File: config.mk
export PLATFORM = sky130hd
export DESIGN_NAME = opt_key_sequencer
export DESIGN_NICKNAME = d
export VERILOG_FILES = /design/src/rtl/opt_pkg.sv /design/src/rtl/opt_key_buf.sv /design/src/rtl/opt_key_sequencer.sv
export SDC_FILE = /design/constraint.sdc
export NUM_CORES = 1
export LEC_CHECK = 0
export CAP_MARGIN = 25
export CORE_UTILIZATION = 59
export DETAILED_ROUTE_END_ITERATION = 10
export PLACE_DENSITY = 0.83
export SETUP_SLACK_MARGIN = 0.4
export SLEW_MARGIN = 10
export SYNTH_ARGS = -nofsm -noshare
export SYNTH_HDL_FRONTEND = slang
export SYNTH_SLANG_ARGS = --single-unit
export TNS_END_PERCENT = 1
File: constraint.sdc
create_clock -name clk -period 2.95 [get_ports clk]
set_input_delay 0.885 -clock clk [delete_from_list [all_inputs] [get_ports clk]]
set_output_delay 0.885 -clock clk [all_outputs]
set_load 0.02 [all_outputs]
File: src/rtl/opt_pkg.sv
// Shared types and constants for the one-time-pad key sequencer.
package opt_pkg;

  typedef enum logic [1:0] {
    IDLE      = 2'd0,
    LOAD      = 2'd1,
    RUN       = 2'd2,
    EXHAUSTED = 2'd3
  } opt_state_t;

  localparam int KEY_DEPTH_DEF = 16;

  function automatic int ptr_width(input int depth);
    return $clog2(depth);
  endfunction

  localparam int PTR_W = ptr_width(KEY_DEPTH_DEF);

endpackage

File: src/rtl/opt_key_buf.sv
// Key byte register file: synchronous write, combinational read, synchronous zeroize.
module opt_key_buf
  import opt_pkg::*;
#(
  parameter int DEPTH  = KEY_DEPTH_DEF,
  parameter int DATA_W = 8,
  parameter int AW     = ptr_width(DEPTH)
) (
  input  logic              clk,
  input  logic              zero,
  input  logic              we,
  input  logic [AW-1:0]     waddr,
  input  logic [DATA_W-1:0] wdata,
  input  logic [AW-1:0]     raddr,
  output logic [DATA_W-1:0] rdata
);

  logic [DATA_W-1:0] mem [DEPTH];

  always_ff @(posedge clk) begin
    if (zero) begin
      for (int i = 0; i < DEPTH; i++) mem[i] <= '0;
    end else if (we) begin
      mem[waddr] <= wdata;
    end
  end

  assign rdata = mem[raddr];

endmodule

File: src/rtl/opt_key_sequencer.sv
// One-time-pad sequencer: loads a key, then XORs each data byte with the next unused key byte.
// Optional repeating-key test mode: define OPT_KEY_WRAP_EN.
module opt_key_sequencer
  import opt_pkg::*;
#(
  parameter int KEY_DEPTH = KEY_DEPTH_DEF,
  parameter int DATA_W    = 8
) (
  input  logic                     clk,
  input  logic                     rst_n,
  input  logic                     ena,
  input  logic                     cmd_load,
  input  logic                     clear,
  input  logic                     key_valid,
  input  logic [DATA_W-1:0]        key_byte,
  input  logic                     key_last,
  output logic                     key_ready,
  input  logic                     din_valid,
  input  logic [DATA_W-1:0]        din,
  output logic                     din_ready,
  output logic                     dout_valid,
  output logic [DATA_W-1:0]        dout,
  input  logic                     dout_ready,
  output logic                     busy,
  output logic                     exhausted,
  output logic [$clog2(KEY_DEPTH):0] key_count
);

  localparam int PW = ptr_width(KEY_DEPTH);
  localparam logic [PW:0] CNT_LAST = (PW+1)'(KEY_DEPTH - 1);

  opt_state_t state, state_nxt;

  logic [PW-1:0]     wr_ptr;
  logic [PW:0]       cnt, rd_idx, rd_inc;
  logic [DATA_W-1:0] key_rd, dout_p1;
  logic              vld_p1;
  logic              key_acc, din_acc, last_key, last_rd, load_go;
`ifdef OPT_KEY_WRAP_EN
  logic              wrap_p1;
`endif

  assign rd_inc = rd_idx + 1'b1;

  opt_key_buf #(
    .DEPTH  (KEY_DEPTH),
    .DATA_W (DATA_W),
    .AW     (PW)
  ) u_buf (
    .clk   (clk),
    .zero  (!rst_n || clear),
    .we    (key_acc),
    .waddr (wr_ptr),
    .wdata (key_byte),
    .raddr (rd_idx[PW-1:0]),
    .rdata (key_rd)
  );

  always_ff @(posedge clk) begin
    if (!rst_n) state <= IDLE;
    else        state <= state_nxt;
  end

  always_comb begin
    state_nxt = state;
    key_ready = 1'b0;
    din_ready = 1'b0;
    busy      = (state == LOAD) || (state == RUN);
`ifdef OPT_KEY_WRAP_EN
    exhausted = wrap_p1;
`else
    exhausted = (state == EXHAUSTED);
`endif
    // clear blocks every handshake in its own cycle
    if (ena && !clear) begin
      key_ready = (state == LOAD);
      din_ready = (state == RUN) && (!vld_p1 || dout_ready);
    end
    key_acc  = key_ready && key_valid;
    din_acc  = din_ready && din_valid;
    last_key = key_acc && (key_last || (cnt == CNT_LAST));
    last_rd  = din_acc && (rd_inc == cnt);
    load_go  = ena && !clear && cmd_load && ((state == IDLE) || (state == EXHAUSTED));

    if (clear) begin
      state_nxt = IDLE;
    end else if (ena) begin
      case (state)
        IDLE:      if (cmd_load) state_nxt = LOAD;
        LOAD:      if (last_key) state_nxt = RUN;
`ifdef OPT_KEY_WRAP_EN
        RUN:       state_nxt = RUN;
`else
        RUN:       if (last_rd)  state_nxt = EXHAUSTED;
`endif
        EXHAUSTED: if (cmd_load) state_nxt = LOAD;
        default:   state_nxt = IDLE;
      endcase
    end
  end

  // Stage p1: pointers, result register and valid
  always_ff @(posedge clk) begin
    if (!rst_n || clear) begin
      wr_ptr  <= '0;
      cnt     <= '0;
      rd_idx  <= '0;
      dout_p1 <= '0;
      vld_p1  <= 1'b0;
`ifdef OPT_KEY_WRAP_EN
      wrap_p1 <= 1'b0;
`endif
    end else if (ena) begin
`ifdef OPT_KEY_WRAP_EN
      wrap_p1 <= 1'b0;
`endif
      if (load_go) begin
        wr_ptr <= '0;
        cnt    <= '0;
        rd_idx <= '0;
      end
      if (key_acc) begin
        wr_ptr <= wr_ptr + 1'b1;
        cnt    <= cnt + 1'b1;
      end
      if (din_acc) begin
        dout_p1 <= din ^ key_rd;
        vld_p1  <= 1'b1;
`ifdef OPT_KEY_WRAP_EN
        if (last_rd) begin
          rd_idx  <= '0;
          wrap_p1 <= 1'b1;
        end else begin
          rd_idx  <= rd_inc;
        end
`else
        rd_idx  <= rd_inc;
`endif
      end else if (dout_ready) begin
        vld_p1 <= 1'b0;
      end
    end
  end

  assign dout       = dout_p1;
  assign dout_valid = vld_p1;
  assign key_count  = cnt;

endmodule

==> summary by stage, run 1 <==
Detailed routing
The average detailed-routed wire length per instance is 21.7 um. The top layer reached by signal wires is met4. Once detail routing completed, the nets flagged for antenna violations numbered 0. The sum of met3 wire segment lengths after detailed routing is 1220 um. The number of iterations in the first detailed-routing pass is 5.

The DRC violation total after the first TritonRoute iteration is a little over 500. The detailed router placed 4692 vias in this run. For this run, design rule violations remaining after detail routing come to 0. The sum of routed wire segments on met1 is 6840 um.

The vias per cell is between 5 and 6. Summed over all layers, the routed wires come to approximately 17000 um. The routed wire length on met2 is 8690 um.

Critical path
The worst-case reg-to-reg path depth is 5. The endpoint of the most critical register-to-register path is dout[7]$_SDFFE_PP0P_. The worst setup path is launched from an input port.

By startpoint and endpoint, the worst setup path is classified as input port to primary output. The setup slack of the worst register-to-register path is around 0.6 ns. The critical path goes through clkdlybuf4s50_1, nand2b_1, and3_1, buf_2. At the worst endpoint, the required time is 2.07 ns. The arrival time at the worst endpoint is 1.82 ns. Of all nets on the critical path, the largest fanout is 2. The library cell contributing the largest single delay on the critical path is sky130_fd_sc_hd__clkdlybuf4s50_1. In this design, the stage delay of the slowest critical-path cell is ~0.48 ns. The worst setup path is captured at a primary output.

Floorplan
The die extent in y is between 100 and 150 um. The area of the die is 0.0130 sq mm. The number of placement rows is 40. The floorplan step defined a core boundary enclosing roughly 0.012 sq mm. During I/O placement, the number of pins put on the boundary was 43.

The initial utilization of the core area, before any placement, comes to 0.610. Measured along the x axis, the die boundary spans approximately 110 um.

Timing
The worst hold slack across all endpoints is slightly below 0.5 ns. The highest attainable clock frequency is 369 MHz. Setup repair after global routing could not meet its margin everywhere. The shortest clock period the worst path allows after layout is 2.71 ns. The number of hold violations in the final report is 0. The setup-violating endpoint count in the final report is 0. The final max-slew violation count is 0. The post-route clock skew is 0.00872 ns.

Headroom to the max-slew limit came out at 0.398. The share of the cycle needed by the critical path after routing is 0.919. The measured slew at the worst slew-check pin is about 0.9 ns. The final setup slack of the worst path is between 0.2 and 0.25 ns.

Finish
For this run, the share of the core covered by cells in the final layout is 0.733. The most common cell after layout, fill and taps aside is sky130_fd_sc_hd__and2_1. The final instance count without filler cells is 792.

The library cells used most frequently in the layout, excluding fill and tap cells, are sky130_fd_sc_hd__and2_1 (133), sky130_fd_sc_hd__edfxtp_1 (128), sky130_fd_sc_hd__buf_4 (51). The proportion of layout cells with a drive suffix above 1 is 0.175. The post-synthesis to final-layout area growth is 20.3%.

The total number of nets in the final design is ~650. The final antenna diode count is 0. The fill cell instance count of the final layout is between 700 and 800. The area of the multi-input gates is between 0.002 and 0.003 sq mm. The sequential cells in the finished layout cover a total of roughly 0.0044 sq mm.

Min path
The tightest min-delay check is of the register to register type. The worst min-delay path endpoint is dout_valid$_SDFFE_PP0P_. The worst hold path was traced through 2 stages. In this run the most critical hold path is launched from dout_valid$_SDFFE_PP0P_.

Synthesis
The synthesized area per cell is 14.1 sq um. The share of synthesized area in the top cell type comes to 0.521. The largest area contributor in the netlist is sky130_fd_sc_hd__edfxtp_1. In the post-synthesis netlist, the biggest area contributors are sky130_fd_sc_hd__edfxtp_1 (52%), sky130_fd_sc_hd__and2_1 (11%), sky130_fd_sc_hd__dfxtp_1 (7.9%). After synthesis the netlist holds a flip-flop and latch count of between 150 and 200. The cell area that synthesis handed to floorplanning was 0.00738 sq mm. The async set-or-reset flop fraction in the synthesized netlist is 0.

The number of instances in the synthesized netlist is between 500 and 600. The count of warnings emitted by yosys is 0. After synthesis, the netlist uses between 40 and 50 different library cells.

Yosys mapped a number of flops with a built-in enable equal to about 130. The sequential element share of the synthesized area is 0.599. Among all flip-flop cells after synthesis, the most frequent one is sky130_fd_sc_hd__edfxtp_1. The number of nets in the synthesized netlist is 560.

CTS
The number of sinks driven by the clock tree is around 160. The total CTS buffers is 17. The clock reaches the later pin of the worst-skew pair after roughly 0.43 ns. After clock tree synthesis, the clock-pin slew on the worst setup and hold paths is 0.06 ns. The number of buffers between clock root and the deepest sink is 2. The setup fix buffers added after clock tree synthesis is 0.

The root buffer cell chosen for the clock tree is sky130_fd_sc_hd__clkbuf_16. CTS built an H-tree with a depth of 4. TritonCTS built the clock tree.

GRT
The number of global-route vias before repair is around 4800. Entering global routing, the biggest net connects 33 pins. The global-route wire length before repair is 26300 um. After global routing the overflow that remains totals 0.

The overall routing resource usage is 0.286. The initial antenna violation count was 0.

Place
The number of placed instances with taps included is between 700 and 800. The number of port buffers is 42. The half-perimeter wire length of the detailed placement result is ~11000 um.

At the placement stage, the worst setup path has a slack of -0.261 ns. The congestion estimate from routability-driven global placement came to slightly above 0.8.

Run status
The flow ran to the end, and the final reports show no timing, DRC or antenna violations.

Pwr
The leakage dissipation is between 3 and 4 nW. The power density over the cells is between 500 and 600 mW/mm^2. VDD sags by at most 0.427 mV.

Job
The count of maximum capacitance violations is 0.
==> cell families after synthesis <==
| family | after synthesis | share of synthesized area |
|---|---|---|
| flops | 157 | 0.599 |
| fa+ha+maj | 10 | 0.0169 |
| xor+xnor | 16 | 0.0190 |
| compound gates | 68 | 0.0652 |
| buf+inv | 34 | 0.0229 |
| mux | 35 | 0.113 |
| simple gates | 205 | 0.164 |
==> critical path: cells and delay by family <==
family,cells,cell delay [ns]
buf+inv,2,0.64
simple gates,2,0.30
==> metal layers <==
| metal | GRT usage | vias up |
|---|---|---|
| met5 | 0 | - |
| met4 | 0.141 | 0 |
| met3 | 0.0590 | 40 |
| met2 | 0.481 | 215 |
| met1 | 0.354 | 2310 |
| li1 | - | 2127 |
==> worst max-delay path by stage <==
stage	slack, ns	endpoint	start	cells after the start
2_1_floorplan	0.20	u_buf.mem[12][0]$_SDFFCE_PN0P_	clear	5
3_3_place_gp	-0.27	key_ready	clear	4
3_5_place_dp	-0.26	din_ready	clear	4
4_1_cts	0.15	key_ready	clear	4
5_1_grt	0.21	din_ready	dout_ready	4
6_report	0.24	din_ready	dout_ready	4
==> area by class of cell <==
cell class,instances,share of cell area
Sequential cell,157,0.498
Clock inverter,14,0.0189
Timing Repair Buffer,94,0.0937
Tap cell,168,0.0237
Clock buffer,18,0.0483
Multi-Input combinational cell,334,0.314
Inverter,7,0.00296
==> flip-flops by register name, indices dropped and copies added, names as in the netlist, named ones only <==
| signal | cells |
|---|---|
| state | 2 |
| rd_idx | 5 |
| dout | 8 |
| u_buf.mem | 128 |
| dout_valid | 1 |
| wr_ptr | 4 |
| key_count | 5 |
==> cell usage after synthesis, types with 4 or more instances <==
cell / number
sky130_fd_sc_hd__a221oi_2: 8
sky130_fd_sc_hd__nor2_1: 26
sky130_fd_sc_hd__a21oi_1: 14
sky130_fd_sc_hd__dfxtp_1: 29
sky130_fd_sc_hd__nand2b_1: 8
sky130_fd_sc_hd__ha_1: 10
sky130_fd_sc_hd__nand2_1: 10
sky130_fd_sc_hd__mux4_2: 10
sky130_fd_sc_hd__a22o_1: 10
sky130_fd_sc_hd__nor2b_1: 4
sky130_fd_sc_hd__nand3_1: 4
sky130_fd_sc_hd__clkbuf_1: 19
sky130_fd_sc_hd__xor2_1: 13
sky130_fd_sc_hd__edfxtp_1: 128
sky130_fd_sc_hd__inv_1: 7
sky130_fd_sc_hd__and2_1: 133
sky130_fd_sc_hd__nand4_1: 4
sky130_fd_sc_hd__mux4_1: 22
sky130_fd_sc_hd__o21ai_0: 27
==> power by group <==
group	switching [mW]	total [mW]	internal (mW)
registers	0.0266	2.49	2.47
logic	0.124	0.223	0.0988
clock network	0.882	2.21	1.33
==> timing repair <==
action / in CTS / in global routing
gates resized for setup: 9 / 4
cloned: 0 / 0
endpoints found under the setup margin: 12 / 143
endpoints found under the hold margin: 0 / 0
hold buffers: 0 / 0
==> stage by stage <==
step | power [mW] | TNS (ns) | area, sq um
global route | 5.05 | 0 | 8880
finish | 4.93 | 0 | 8880
floorplan | 2.62 | 0 | 7380
CTS | 4.95 | 0 | 8870
global placement | 2.74 | -1.51 | 8290
detailed placement | 2.76 | -2.21 | 8290
Note: power is estimated with default switching activity, not from simulation.
==> inputs of run 2 (changes only) <==
Settings changed: CORE_UTILIZATION 59 to 40, PLACE_DENSITY 0.83 to 0.61.
==> run 2 against run 1 <==
Effect of this change:
- global-route usage fell by 10 points
- worst setup slack improved by 0.18 ns
- design area rose by 1.2%
- die area rose by 47%
- register-to-register slack barely moved
==> summary by stage, run 2 (same netlist as run 1, synthesis figures left out) <==
Run status
The run finished with clean final reports.

Detailed routing
The total routed wirelength is about 17000 um. The first detailed-routing pass took 5 iterations. In the routed layout, each cell is associated on average with a via count of between 5 and 6. The residual antenna-violating net count after detailed routing is 0. Summing over every cut layer, the via total after detailed routing is around 4500. The number of DRC violations after detailed routing is 0. The DRC violation total after the first TritonRoute iteration is 296.

Dividing the detail-routed wire length by the instance count gives slightly below 20 um.

Timing
The post-route clock skew is between 0.01 and 0.015 ns. The final max-slew violation count is 0. The setup-violating endpoint count in the final report is 0. The worst slew slack as a fraction of its limit is 0.383. Setup repair after global routing could not meet its margin everywhere. The final setup slack of the worst path is ~0.42 ns.

The clock period could shrink to 2.53 ns. The number of hold violations in the final report is 0. Of the available clock period, the critical path in the final layout requires 0.856. The highest attainable clock frequency is about 400 MHz. The measured slew at the worst slew-check pin is a little over 0.9 ns. The setup TNS after final layout is 0 ns.

Finish
The most common cell after layout, fill and taps aside is sky130_fd_sc_hd__and2_1. The final antenna diode count is 0. Ranked by flip-flop count, first place goes to u_buf.mem. The total number of nets in the final design is roughly 650. In the final layout, the share of cells above drive strength 1 is 0.186. Leaving out fill and tap cells, the most frequent cells in the layout are sky130_fd_sc_hd__and2_1 (132), sky130_fd_sc_hd__edfxtp_1 (128), sky130_fd_sc_hd__buf_4 (53).

The final standard cell utilization of the core is 0.499. The post-synthesis to final-layout area growth is 21.7%. The register with the most flip-flops in the layout has ~130 of them.

Leaving out filler cells and counting taps, the final layout contains ~860.

GRT
The number of global-route vias before repair is 4361. Entering global routing, the biggest net connects 33 pins. The overall routing resource usage is 0.184. The first global-routing pass estimated 24600 um of wire. Global routing finished with a remaining overflow of 0.

The initial antenna violation count was 0.

CTS
The H-tree was split into 4 levels. The clock passes through at most 2 buffers. The clock-pin slew on the worst setup and hold paths is 0.06 ns. The number of clock buffers added by TritonCTS is 17. The number of sinks driven by the clock tree is around 160.

CTS placed an instance of sky130_fd_sc_hd__clkbuf_16 at the clock tree root. TritonCTS built the clock tree. Hold repair after CTS inserted 0 buffers.

For the worst-skew pair, the clock arrives at the later sink with an insertion delay of 0.42 ns.

Place
The congestion estimate from routability-driven global placement came to around 0.76. In this run the tool buffered the top-level ports with 42 buffer cells. Once placement completed, the tool counted placed cells totaling 825. Prior to clock tree synthesis, the placed netlist has a worst setup slack of -0.254 ns.

The wire-length estimate of the detail-placed layout is around 12000 um.

Floorplan
The initial utilization of the core area, before any placement, comes to 0.410. In this run the vertical extent of the chip is approximately 140 um. From left edge to right edge, the die measures around 140 um.

In this run the count of I/O pins placed on the die edge is 43. The number of placement rows is 49. The area of the die is 0.0190 sq mm.

The core area is 0.0180 sq mm.

Pwr
Dividing total power by cell area gives a power density of ~530 mW/mm^2. The overall power after layout is around 4.8 mW. Summed over all cells, the static leakage comes to 3.48 nW. IR analysis of the VDD net gives a maximum drop of 0.361 mV.

Critical path
STA classifies the critical path startpoint as an input port. The highest net fanout along the worst path is 4. The setup slack of the worst register-to-register path is 0.58 ns. STA puts the critical path data required time at 2.07 ns.

The kind of critical path is input port to primary output. The arrival time at the worst endpoint is 1.64 ns. STA classifies the critical path endpoint as a primary output.

Job
Across the run, the number of max-cap violations was 0.

Min path
The min-delay analysis places its worst path in the category register to register.
[run 2: power breakdown]
part	internal, mW	switching [mW]	total, mW
logic	0.104	0.124	0.228
registers	2.46	0.0219	2.49
clock network	1.16	0.876	2.04
[run 2: timing repair]
action                     in CTS  in global routing
gates resized for setup        20                  3
pin swaps                       0                  1
buffers inserted                1                  0
setup endpoints to repair       5                  2
[run 2: layout make-up]
class,instances,area (sq um)
Fill cell,1546,9040
Clock inverter,13,115
Timing Repair Buffer,99,893
Clock buffer,19,433
Inverter,7,26.3
Sequential cell,157,4430
Multi-Input combinational cell,334,2810
Tap cell,229,287
[run 2: path summary, 6_finish.rpt]
kind | to | start | cells past startpoint
setup / recovery | din_ready | ena | 4
hold / removal | state[1]$_SDFFE_PP0P_ | state[1]$_SDFFE_PP0P_ | 2
setup reg to reg | dout[2]$_SDFFE_PP0P_ | register | 6
hold reg to reg | state[1]$_SDFFE_PP0P_ | state[1]$_SDFFE_PP0P_ | 2
[run 2: layer usage]
layer  share of wire  GRT usage  routed length (um)
met3           0.039     0.0409                 652
met4           0.015     0.0604                 245
met2            0.51      0.322                8510
met5               0          0                   0
met1            0.43      0.224                7130
[run 2: metrics by stage]
stage	hold WS, ns	cell area (sq um)
finish	0.521	8990
detailed placement	0.463	8420
CTS	0.513	8990
floorplan	0.468	7380
global route	0.543	8990
global placement	0.467	8420
[run 2: critical path, stage by stage]
cell,delay (ns)
sky130_fd_sc_hd__dlygate4sd2_1,0.24
sky130_fd_sc_hd__and2b_2,0.21
sky130_fd_sc_hd__and3_4,0.18
sky130_fd_sc_hd__buf_6,0.12
